### src/rtl/program_loader_pkg.sv
// program_loader_pkg
//   Shared definitions for the boot-time program loader: FSM state encoding,
//   stream header size and the default text-segment base address. Reused by
//   the UART-boot top level and the testbench.
package program_loader_pkg;

    typedef enum logic [2:0] {
        LEN_LO,
        LEN_HI,
        DATA,
        WRITE,
        CHECK,
        DONE,
        ERROR
    } state_e;

    localparam int          HEADER_BYTES         = 2;
    localparam logic [31:0] DEFAULT_BASE_ADDRESS = 32'h0040_0000;

endpackage

### src/rtl/program_loader_if.sv
// program_loader_if
//   Groups the byte-stream handshake and the program-memory write bus.
//   slave  : the loader (consumes bytes, drives the memory write port)
//   master : the byte source / memory side (testbench or UART-boot top)
//   Byte_i/Byte_Valid_i/Byte_Ready_o : stream byte handshake
//   Mem_Write_o/Mem_Address_o/Mem_Data_o : one-cycle write strobe + payload
interface program_loader_if #(
    parameter int DATA_WIDTH = 32
);
    logic [7:0]            Byte_i;
    logic                  Byte_Valid_i;
    logic                  Byte_Ready_o;
    logic                  Mem_Write_o;
    logic [DATA_WIDTH-1:0] Mem_Address_o;
    logic [DATA_WIDTH-1:0] Mem_Data_o;

    modport slave (
        input  Byte_i, Byte_Valid_i,
        output Byte_Ready_o, Mem_Write_o, Mem_Address_o, Mem_Data_o
    );

    modport master (
        output Byte_i, Byte_Valid_i,
        input  Byte_Ready_o, Mem_Write_o, Mem_Address_o, Mem_Data_o
    );
endinterface

### src/rtl/program_loader_word_assembler.sv
// word_assembler
//   Little-endian 32-bit word assembly from a byte stream.
//   clk, reset   : clock, async active-high reset
//   clear_i      : drop any partial word and restart at byte 0
//   load_i       : accept byte_i into the next byte lane
//   byte_i       : incoming byte
//   word_o       : word including the byte being loaded this cycle
//   word_full_o  : high while the 4th byte of a word is being loaded
module word_assembler (
    input  logic        clk,
    input  logic        reset,
    input  logic        clear_i,
    input  logic        load_i,
    input  logic [7:0]  byte_i,
    output logic [31:0] word_o,
    output logic        word_full_o
);
    logic [1:0]  cnt_q, cnt_d;
    logic [31:0] word_q, word_d;

    always_comb begin
        cnt_d  = cnt_q;
        word_d = word_q;
        if (clear_i) begin
            cnt_d  = 2'd0;
            word_d = '0;
        end else if (load_i) begin
            cnt_d = cnt_q + 2'd1;
            word_d[{cnt_q, 3'b000} +: 8] = byte_i;
        end
    end

    // Exposing the next value lets the caller latch the complete word on the
    // same edge that accepts its last byte.
    assign word_o      = word_d;
    assign word_full_o = load_i && !clear_i && (cnt_q == 2'd3);

    always_ff @(posedge clk or posedge reset) begin
        if (reset) begin
            cnt_q  <= 2'd0;
            word_q <= '0;
        end else begin
            cnt_q  <= cnt_d;
            word_q <= word_d;
        end
    end
endmodule

### src/rtl/program_loader.sv
// program_loader
//   Parses a length-prefixed, XOR-checksummed byte stream and writes the
//   payload as 32-bit words into program memory at consecutive addresses.
//   The core is held in reset until a load completes with a good checksum.
//   clk, reset   : clock, async active-high reset
//   Start_i      : restart pulse, honoured only in DONE/ERROR
//   Cpu_Reset_o  : core reset, low only in DONE
//   Done_o       : load finished, checksum good
//   Error_o      : oversize count or checksum mismatch
//   bus          : byte stream in, memory write port out
module program_loader
    import program_loader_pkg::*;
#(
    parameter int                    MEMORY_DEPTH = 32,
    parameter int                    DATA_WIDTH   = 32,
    parameter logic [DATA_WIDTH-1:0] BASE_ADDRESS = DEFAULT_BASE_ADDRESS
) (
    input  logic               clk,
    input  logic               reset,
    input  logic               Start_i,
    output logic               Cpu_Reset_o,
    output logic               Done_o,
    output logic               Error_o,
    program_loader_if.slave    bus
);
    localparam int          IDX_W   = $clog2(MEMORY_DEPTH) + 1;
    localparam logic [15:0] DEPTH16 = 16'(MEMORY_DEPTH);

    state_e                state_q, state_d;
    logic [15:0]           n_q, n_d;
    logic [IDX_W-1:0]      idx_q, idx_d;
    logic [7:0]            csum_q, csum_d;
    logic [DATA_WIDTH-1:0] addr_q, addr_d;
    logic [DATA_WIDTH-1:0] data_q, data_d;

    logic        ready, accept, restart, word_full;
    logic [31:0] word;
    logic [15:0] n_full;
    logic [IDX_W-1:0] idx_next;

    assign ready   = (state_q == LEN_LO) || (state_q == LEN_HI) ||
                     (state_q == DATA)   || (state_q == CHECK);
    assign accept  = ready && bus.Byte_Valid_i;
    // In DONE/ERROR ready is low, so a byte arriving with Start_i is never taken.
    assign restart = Start_i && ((state_q == DONE) || (state_q == ERROR));
    assign n_full  = {bus.Byte_i, n_q[7:0]};
    assign idx_next = idx_q + 1'b1;

    word_assembler u_asm (
        .clk         (clk),
        .reset       (reset),
        .clear_i     (restart),
        .load_i      (accept && (state_q == DATA)),
        .byte_i      (bus.Byte_i),
        .word_o      (word),
        .word_full_o (word_full)
    );

    always_comb begin
        state_d = state_q;
        n_d     = n_q;
        idx_d   = idx_q;
        csum_d  = csum_q;
        addr_d  = addr_q;
        data_d  = data_q;
        case (state_q)
            LEN_LO: if (accept) begin
                n_d     = {8'h00, bus.Byte_i};
                csum_d  = bus.Byte_i;
                state_d = LEN_HI;
            end
            LEN_HI: if (accept) begin
                n_d    = n_full;
                csum_d = csum_q ^ bus.Byte_i;
                if (n_full > DEPTH16)     state_d = ERROR;
                else if (n_full == 16'd0) state_d = CHECK;
                else                      state_d = DATA;
            end
            DATA: if (accept) begin
                csum_d = csum_q ^ bus.Byte_i;
                if (word_full) begin
                    // Latch the write payload here so it is stable in WRITE
                    // and holds afterwards until the next strobe.
                    addr_d  = BASE_ADDRESS + DATA_WIDTH'({idx_q, 2'b00});
                    data_d  = word;
                    state_d = WRITE;
                end
            end
            WRITE: begin
                idx_d   = idx_next;
                state_d = (16'(idx_next) == n_q) ? CHECK : DATA;
            end
            CHECK: if (accept) begin
                state_d = (bus.Byte_i == csum_q) ? DONE : ERROR;
            end
            DONE, ERROR: if (Start_i) begin
                n_d     = '0;
                idx_d   = '0;
                csum_d  = '0;
                state_d = LEN_LO;
            end
            default: state_d = LEN_LO;
        endcase
    end

    always_ff @(posedge clk or posedge reset) begin
        if (reset) begin
            state_q <= LEN_LO;
            n_q     <= '0;
            idx_q   <= '0;
            csum_q  <= '0;
            addr_q  <= BASE_ADDRESS;
            data_q  <= '0;
        end else begin
            state_q <= state_d;
            n_q     <= n_d;
            idx_q   <= idx_d;
            csum_q  <= csum_d;
            addr_q  <= addr_d;
            data_q  <= data_d;
        end
    end

    assign bus.Byte_Ready_o  = ready;
    assign bus.Mem_Write_o   = (state_q == WRITE);
    assign bus.Mem_Address_o = addr_q;
    assign bus.Mem_Data_o    = data_q;
    assign Done_o            = (state_q == DONE);
    assign Error_o           = (state_q == ERROR);
    assign Cpu_Reset_o       = (state_q != DONE);
endmodule

### src/flat_wrapper.sv
// flat-port wrapper written by rule: the top's interface ports become plain ports
module program_loader_flat import program_loader_pkg::*;
#(
    parameter int                    MEMORY_DEPTH = 32,
    parameter int                    DATA_WIDTH   = 32,
    parameter logic [DATA_WIDTH-1:0] BASE_ADDRESS = DEFAULT_BASE_ADDRESS
)
  (clk, reset, Start_i, Cpu_Reset_o, Done_o, Error_o, bus_Byte_i, bus_Byte_Valid_i, bus_Byte_Ready_o, bus_Mem_Write_o, bus_Mem_Address_o, bus_Mem_Data_o);
  program_loader_if #(.DATA_WIDTH(DATA_WIDTH)) bus_i ();
  input  logic clk;
  input  logic reset;
  input  logic Start_i;
  output logic Cpu_Reset_o;
  output logic Done_o;
  output logic Error_o;
  input wire logic [$bits(bus_i.Byte_i)-1:0] bus_Byte_i;
  input wire logic [$bits(bus_i.Byte_Valid_i)-1:0] bus_Byte_Valid_i;
  output wire logic [$bits(bus_i.Byte_Ready_o)-1:0] bus_Byte_Ready_o;
  output wire logic [$bits(bus_i.Mem_Write_o)-1:0] bus_Mem_Write_o;
  output wire logic [$bits(bus_i.Mem_Address_o)-1:0] bus_Mem_Address_o;
  output wire logic [$bits(bus_i.Mem_Data_o)-1:0] bus_Mem_Data_o;
  assign bus_i.Byte_i = bus_Byte_i;
  assign bus_i.Byte_Valid_i = bus_Byte_Valid_i;
  assign bus_Byte_Ready_o = bus_i.Byte_Ready_o;
  assign bus_Mem_Write_o = bus_i.Mem_Write_o;
  assign bus_Mem_Address_o = bus_i.Mem_Address_o;
  assign bus_Mem_Data_o = bus_i.Mem_Data_o;
  program_loader #(.MEMORY_DEPTH(MEMORY_DEPTH), .DATA_WIDTH(DATA_WIDTH), .BASE_ADDRESS(BASE_ADDRESS)) u_core (.clk(clk), .reset(reset), .Start_i(Start_i), .Cpu_Reset_o(Cpu_Reset_o), .Done_o(Done_o), .Error_o(Error_o), .bus(bus_i));
endmodule
### config.mk
export PLATFORM = sky130hd
export DESIGN_NAME = program_loader_flat
export DESIGN_NICKNAME = d
export VERILOG_FILES = /design/src/rtl/program_loader_pkg.sv /design/src/rtl/program_loader_if.sv /design/src/rtl/program_loader_word_assembler.sv /design/src/rtl/program_loader.sv /design/src/flat_wrapper.sv
export SDC_FILE = /design/constraint.sdc
export NUM_CORES = 1
export LEC_CHECK = 0
export CAP_MARGIN = 10
export CORE_MARGIN = 2
export CORE_UTILIZATION = 35
export CTS_BUF_LIST = sky130_fd_sc_hd__clkbuf_8
export DETAILED_ROUTE_END_ITERATION = 7
export REMOVE_ABC_BUFFERS = 1
export SKIP_LAST_GASP = 1
export SLEW_MARGIN = 20
export SYNTH_ARGS = -nofsm -noshare
export SYNTH_HDL_FRONTEND = slang
export SYNTH_SLANG_ARGS = --single-unit
### constraint.sdc
create_clock -name clk -period 3.85 [get_ports clk]
set_input_delay 0.5775 -clock clk [delete_from_list [all_inputs] [get_ports clk]]
set_output_delay 0.5775 -clock clk [all_outputs]
set_load 0.005 [all_outputs]
==> metrics.log, run 1 <==
[metrics] result of the run: finished clean
[metrics] reg-to-reg endpoint: u_core.bus.Mem_Data_o[8]
[metrics] total leakage power: 2.49 nW
[metrics] post-layout min period: 2.91 ns
[metrics] smallest hold slack: 0.480 ns
[metrics] H-tree level count: 3
[metrics] R2R Setup Slk: 1.51 ns
[metrics] starting density of the core: 0.355
[metrics] combined area of all synthesized cells: 4670 sq um
[metrics] proportion of synthesized chip area in sequential cells: 0.520
[metrics] combined global-route utilization of all metal layers: 0.156
[metrics] fraction of final layout cells with drive strength greater than 1: 0.0788
[metrics] average cell area after synthesis: 9.85 sq um
[metrics] dominant combinational cell family by area after synthesis: simple AND/OR/NAND/NOR gates
[metrics] clock skew: 0.00863 ns
[metrics] Port-buffer cells: 54
[metrics] flip-flop and latch count after synthesis: 97
[metrics] crit path DAT: 2.33 ns
[metrics] largest cells by area after synthesis: dfrtp_1 52%, o21ai_0 6.1%, buf_4 4.2%
[metrics] clock tree from TritonCTS: done
[metrics] total detailed-routing wirelength: 10,700 um
[metrics] start point of the worst hold path: u_core.n_q[12]
[metrics] Worst-path clk slew: 0.09 ns
[metrics] worst slew margin relative to its limit: 0.442
[metrics] Die Footprint: 14,300 sq um
[metrics] Max Clk Rate: 344 MHz
[metrics] YS warnings: 0
[metrics] number of gates resized after CTS: 0
[metrics] required time reported for the critical path endpoint: 3.27 ns
[metrics] setup tns final: 0 ns
[metrics] post-synthesis share of cell area spent on xor and xnor gates: 0.0281
[metrics] area added between synthesis and finish: 16.9%
[metrics] antenna-violating nets left: 0
[metrics] number of setup buffers added after CTS: 0
[metrics] per-cell routed wire length: 15.4 um
[metrics] worst hold path cell count: 2
[metrics] number of maximum-capacitance constraint violations: 0
[metrics] number of pins exceeding their max-slew limit in the final report: 0
[metrics] Peak VDD IR: 0.239 mV
[metrics] DRC violation count after routing: 0
[metrics] post-route fraction of the period consumed by the critical path: 0.756
[metrics] cell taking the most area after synthesis: dfrtp_1
[metrics] pin count of the biggest net entering global routing: 50
[metrics] FF-to-FF path depth: 4
[metrics] overflow left after global routing: 0
[metrics] endpoint with the worst hold slack: u_core.n_q[12]
[metrics] clock root buffer: clkbuf_8
[metrics] total clock buffers created by CTS: 9
[metrics] Final GP Congestion: 0.785
[metrics] vias per cell: 5.03
[metrics] area share of fa/ha/maj cells after synthesis: 0.0161
[metrics] RSZ-0062 raised after global routing: no
[metrics] final count of negative-setup-slack endpoints: 0
[metrics] count of nets after finishing: 533
[metrics] number of enable flip-flop cells after synthesis: 0
[metrics] global-route wire length before repair: 17,700 um
[metrics] Hold-fix buffers, CTS: 0
[metrics] number of hold-slack violations in the final timing report: 0
[metrics] list of most frequent post-synthesis cells: 97 x dfrtp_1, 57 x o21ai_0, 52 x nand2_1, 38 x nor2_1, 26 x buf_4
[metrics] Final HPWL DP: 7280 um
[metrics] antenna diode count: 0
[metrics] proportion of register bits with asynchronous set or reset after synthesis: 1.00
[metrics] critical setup path kind: reg -> out
[metrics] worst hold path type: reg -> reg
[metrics] final core utilization: 0.416
[metrics] clock network latency to the later pin of the worst-skew pair: 0.38 ns
[metrics] Clock Path Buffers: 2
[metrics] clock sinks: 97
[metrics] top flip-flop cell by instance count after synthesis: dfrtp_1
[metrics] die span in x: 120 um
[metrics] post-synthesis simple-gate area fraction: 0.177
[metrics] floorplan die height: 120 um
[metrics] detailed router's first-iteration violation count: 193
[metrics] via count of the first global-routing pass: 3,427
[metrics] element type at the critical path start: flip-flop
[metrics] area share of the largest cell type after synthesis: 0.520
[metrics] multiplexer fraction of the synthesized cell area: 0.0145
[metrics] Reg-to-Reg Start: u_core.state_q[2]
[metrics] distinct cell type count after synthesis: 53
[metrics] fraction of the mapped netlist area in compound gates: 0.171
[metrics] number of iterations in the first detailed-routing pass: 4
[metrics] via count: 3,503
[metrics] initial antenna violation count: 0
[metrics] num ports: 81
[metrics] row count: 42
[metrics] Max FO, Critical Path: 24
[metrics] count of filler cells inserted in the layout: 1,320
[metrics] Gate Count Post-Synth: 474
[metrics] Slew @ Worst Pin: 0.837 ns
[metrics] floorplan core area: 13,100 sq um
[metrics] kind of end point of the critical path: primary output
[metrics] dominant cell by count in the synthesized netlist: dfrtp_1
[metrics] power density over cell area: 663 nW/um^2
-- layout by cell type, fill, tap and decap left out, drive strengths merged, types with 5 or more instances in the layout --
cell / n
nor2: 38
inv: 8
buf: 5
mux2: 6
conb: 26
o21ai: 57
and3: 25
dfrtp: 97
and2: 7
a21oi: 25
clkdlybuf4s50: 54
clkbuf: 10
nand3: 6
clkinv: 5
xnor2: 12
ha: 6
a32o: 8
nand2: 53
a22o: 17
-- state kept, by name, summed over array words and instances (netlist names) --
register / flops
u_core.bus.Mem_Address_o: 6
u_core.bus.Mem_Data_o: 32
u_core.csum_q: 8
u_core.idx_q: 6
u_core.n_q: 16
u_core.state_q: 3
u_core.u_asm.cnt_q: 2
u_core.u_asm.word_q: 24
-- per-stage QoR --
step	total power, W	setup WS [ns]	cells	cell area, sq um
final	0.00362	0.940	696	5460
after floorplan	0.00243	0.739	445	4460
after global placement	0.00289	1.15	680	5260
after CTS	0.00363	0.974	696	5460
after global routing	0.00389	0.821	696	5460
after detailed placement	0.00294	1.07	680	5260
-- cell families (layout without fill, tap and decap cells) --
family / after synthesis / in the layout
XOR/XNOR: 15 / 15
multiplexers: 6 / 6
flip-flops: 97 / 97
AO/OA/AOI/OAI: 126 / 126
buffers and inverters: 61 / 83
AND/OR/NAND/NOR: 161 / 161
other: 2 / 26
adder cells (fa/ha/maj): 6 / 6
-- report_power, final --
group | switching (W) | leakage (nW) | internal (W) | total (W)
Clock | 0.000369 | 0.107 | 0.000320 | 0.000689
Sequential | 0.000273 | 1.31 | 0.00132 | 0.00159
Combinational | 0.000701 | 1.07 | 0.000633 | 0.00133
-- worst max-delay path: stages, from the launching register on --
cell and delay (ns):
dfrtp_1 0.64, nand3b_1 0.51, inv_1 0.27, clkdlybuf4s50_1 0.53
-- worst max path at each step --
stage,start,endpoint,slack (ns),cells past startpoint
final,u_core.state_q[2],bus_Mem_Write_o,0.94,3
after global routing,u_core.state_q[2],bus_Mem_Write_o,0.82,3
after CTS,u_core.state_q[2],bus_Mem_Write_o,0.97,3
after detailed placement,bus_Byte_Valid_i,u_core.bus.Mem_Data_o[26],1.07,5
after global placement,bus_Byte_Valid_i,u_core.bus.Mem_Data_o[27],1.15,5
after floorplan,reset,u_core.bus.Mem_Address_o[2],0.74,1
-- final cells by class --
cell class / instances / area, sq um / area share
well taps: 176 / 220 / 0.0403
multi-input cells: 340 / 2000 / 0.366
clock inverters: 6 / 66.3 / 0.0121
repair buffers: 59 / 578 / 0.106
clock buffers: 10 / 138 / 0.0252
flip-flops and latches: 97 / 2430 / 0.445
inverters: 8 / 31.3 / 0.00573
-- metal layers --
layer | GRT usage | wire, um | vias to the layer above
met1 | 0.226 | 5220 | 1716
met2 | 0.236 | 4810 | 91
li1 | - | - | 1686
met4 | 0.0551 | 161 | 0
met5 | 0 | 0 | -
met3 | 0.0285 | 528 | 10
Power figures use the tool's default switching activity.
==> run 2: changes to the inputs <==
==> constraint.sdc (replaced) <==
create_clock -name clk -period 2.85 [get_ports clk]
set_input_delay 0.4275 -clock clk [delete_from_list [all_inputs] [get_ports clk]]
set_output_delay 0.4275 -clock clk [all_outputs]
set_load 0.005 [all_outputs]
==> run 2 against run 1 <==
  * Via count rose by 0.20%
  * Critical path depth stayed put
  * Critical path type unchanged
  * Sequential cell count stayed put
  * Non-clock buffer count increased by 10
  * Wire length is 0.16% higher
  * Clock-buffer cell count up 1
  * Sequential power is 34% higher
  * Clock power is 22% higher
  * Global-route usage is 0.18 points higher
  * Largest cell class unchanged
  * Design area up 1.2%
==> metrics.log, run 2 (same netlist as run 1, synthesis figures left out) <==
[metrics] element type at the critical path start: flip-flop
[metrics] commonest non-fill, non-tap cells in the layout: 97 x dfrtp_1, 57 x o21ai_0, 54 x clkdlybuf4s50_1
[metrics] RSZ-0062 raised after global routing: no
[metrics] die span in x: 120 um (unchanged)
[metrics] area added between synthesis and finish: 18.3%
[metrics] Max Clk Rate: 408 MHz
[metrics] detailed router's first-iteration violation count: 242 (+25%)
[metrics] switching portion of total power: 0.373 (+0.00131)
[metrics] Die Footprint: 14,300 sq um (unchanged)
[metrics] leading cell type in the layout, fill and taps excluded: dfrtp_1
[metrics] Final HPWL DP: 7520 um (+3.4%)
[metrics] antenna diode count: 0 (unchanged)
[metrics] global-route wire length before repair: 17,700 um (-0.46%)
[metrics] critical setup path kind: reg -> out
[metrics] floorplan die height: 120 um (unchanged)
[metrics] clock tree from TritonCTS: done
[metrics] met1 WL: 5240 um (+0.38%)
[metrics] post-layout min period: 2.45 ns
[metrics] net switching power: 0.00180 W (+34%)
[metrics] Clk pwr share: 0.175 (-0.016)
[metrics] Port-buffer cells: 54 (unchanged)
[metrics] total leakage power: 2.53 nW (+1.8%)
[metrics] total detailed-routing wirelength: 10,700 um (+0.16%)
[metrics] floorplan core area: 13,100 sq um (unchanged)
[metrics] top routing layer used: met4
[metrics] crit path DAT: 2.02 ns (-0.31 ns)
[metrics] required time reported for the critical path endpoint: 2.42 ns (-0.85 ns)
[metrics] chain of cells forming the critical path: or2_2, a21oi_1, clkdlybuf4s50_1
[metrics] via count: 3,510 (+0.20%)
[metrics] met3 wire length: 443 um (-16%)
[metrics] kind of end point of the critical path: primary output
[metrics] smallest hold slack: 0.342 ns (-0.138 ns)
[metrics] Critical Path Slowest Stage Cell: dfrtp_1
[metrics] per-cell routed wire length: 15.2 um (-1.3%)
[metrics] via count of the first global-routing pass: 3,351 (-2.2%)
[metrics] Hold-fix buffers, CTS: 0 (unchanged)
[metrics] clock network latency to the later pin of the worst-skew pair: 0.37 ns (about the same)
[metrics] H-tree level count: 3 (unchanged)
[metrics] Final WS setup: 0.401 ns (-0.539 ns)
[metrics] power density over cell area: 873 nW/um^2 (+32%)
[metrics] overflow left after global routing: 0 (unchanged)
[metrics] sequential share of power: 0.442 (about the same)
[metrics] Final GP Congestion: 0.779 (-0.80%)
[metrics] total power after layout: 0.00482 W (+33%)
[metrics] fraction of power consumed by combinational cells: 0.383 (+0.014)
[metrics] Clock Path Buffers: 2 (unchanged)
[metrics] clock sinks: 97 (unchanged)
[metrics] worst slew margin relative to its limit: 0.500 (+0.0578)
[metrics] internal power: 0.00303 W (+33%)
[metrics] number of pins exceeding their max-slew limit in the final report: 0 (unchanged)
[metrics] combined global-route utilization of all metal layers: 0.158 (+0.00178)
[metrics] stage delay of the slowest cell on the critical path: 0.57 ns (-0.07 ns)
[metrics] vias per cell: 4.97 (-1.2%)
[metrics] number of iterations in the first detailed-routing pass: 4 (unchanged)
[metrics] kind of cell adding the most delay to the critical path: flip-flops
[metrics] result of the run: finished clean
[metrics] post-route fraction of the period consumed by the critical path: 0.859
[metrics] worst path buffer plus inverter count: 1 (-1)
[metrics] final count of negative-setup-slack endpoints: 0 (unchanged)
[metrics] row count: 42 (unchanged)
[metrics] starting density of the core: 0.355 (unchanged)
[metrics] fraction of final layout cells with drive strength greater than 1: 0.0943 (+0.0155)
[metrics] number of gates resized after CTS: 0 (unchanged)
[metrics] Slew @ Worst Pin: 0.748 ns (-0.0895 ns)
[metrics] antenna-violating nets left: 0 (unchanged)
[metrics] num ports: 81 (unchanged)
[metrics] count of nets after finishing: 543 (+1.9%)
[metrics] clock root buffer: clkbuf_8
[metrics] Max FO, Critical Path: 14 (-42%)
[metrics] number of maximum-capacitance constraint violations: 0 (unchanged)
[metrics] Peak VDD IR: 0.327 mV (+37%)
[metrics] Met2 Routed Length: 4900 um (+1.8%)
[metrics] worst hold path type: in -> async
[metrics] flip-flop count of the largest register after layout: 32 (unchanged)
[metrics] minimum setup slack after placement: 0.383 ns (-0.690 ns)
[metrics] clock skew: 0.0118 ns (+0.00315 ns)
[metrics] Worst-path clk slew: 0.10 ns (about the same)
[metrics] DRC violation count after routing: 0 (unchanged)
[metrics] number of setup buffers added after CTS: 0 (unchanged)
[metrics] initial antenna violation count: 0 (unchanged)
[metrics] total clock buffers created by CTS: 9 (unchanged)
[metrics] pin count of the biggest net entering global routing: 42 (-16%)
[metrics] number of hold-slack violations in the final timing report: 0 (unchanged)
-- run 2: cell count changes in the layout (fill, tap and decap cells not counted), sizes merged --
cell,before,now
clkbuf,10,11
buf,5,15
bufinv,1,0
-- run 2: worst reg2reg max path, cell delays in order (launching register included) --
cell and delay (ns):
dfrtp_1 0.67, or2_2 0.23, nor2b_1 0.22, a2bb2oi_2 0.55, o21ai_0 0.20, a32o_1 0.24
-- run 2: final timing paths --
check                                           from                        end  slack, ns  depth (start not counted)
max                                u_core.state_q[1]           bus_Byte_Ready_o       0.40                          3
min                                            reset   u_core.bus.Mem_Data_o[2]       0.34                          2
min reg2reg                u_core.bus.Mem_Data_o[16]  u_core.bus.Mem_Data_o[16]       0.48                          2
max reg2reg                        u_core.state_q[1]           u_core.csum_q[3]       0.64                          5
max in group asynchronous                      reset  u_core.bus.Mem_Data_o[17]       1.87                          3
min in group clk           u_core.bus.Mem_Data_o[16]  u_core.bus.Mem_Data_o[16]       0.48                          2
-- run 2: metal layers --
layer | vias to the layer above | GRT usage
li1 | 1713 | -
met1 | 1707 | 0.227
met2 | 77 | 0.235
met3 | 13 | 0.0280
met4 | 0 | 0.0676
met5 | - | 0
-- run 2: stage by stage --
step	setup TNS, ns	utilization	instances	cell area, sq um
after floorplan	-10.79	-	445	4460
after global placement	0	0.407	690	5340
after detailed placement	0	0.407	690	5340
after CTS	0	0.421	706	5530
after global routing	0	0.421	706	5530
final	0	0.421	706	5530
-- run 2: power by group through the flow --
stage	logic, W	registers (W)	clock network [W]
2_1_floorplan	0.00119	0.00209	0
3_3_place_gp	0.00180	0.00214	0
3_5_place_dp	0.00185	0.00216	0
4_1_cts	0.00185	0.00213	0.000864
5_1_grt	0.00210	0.00220	0.000928
6_report	0.00185	0.00213	0.000843
-- run 2: cell type report --
| cell class | count | area [sq um] |
|---|---|---|
| clock inverters | 5 | 31.3 |
| fillers | 1317 | 7610 |
| clock buffers | 11 | 151 |
| flip-flops and latches | 97 | 2430 |
| well taps | 176 | 220 |
| multi-input cells | 340 | 2000 |
| inverters | 8 | 31.3 |
| repair buffers | 69 | 666 |
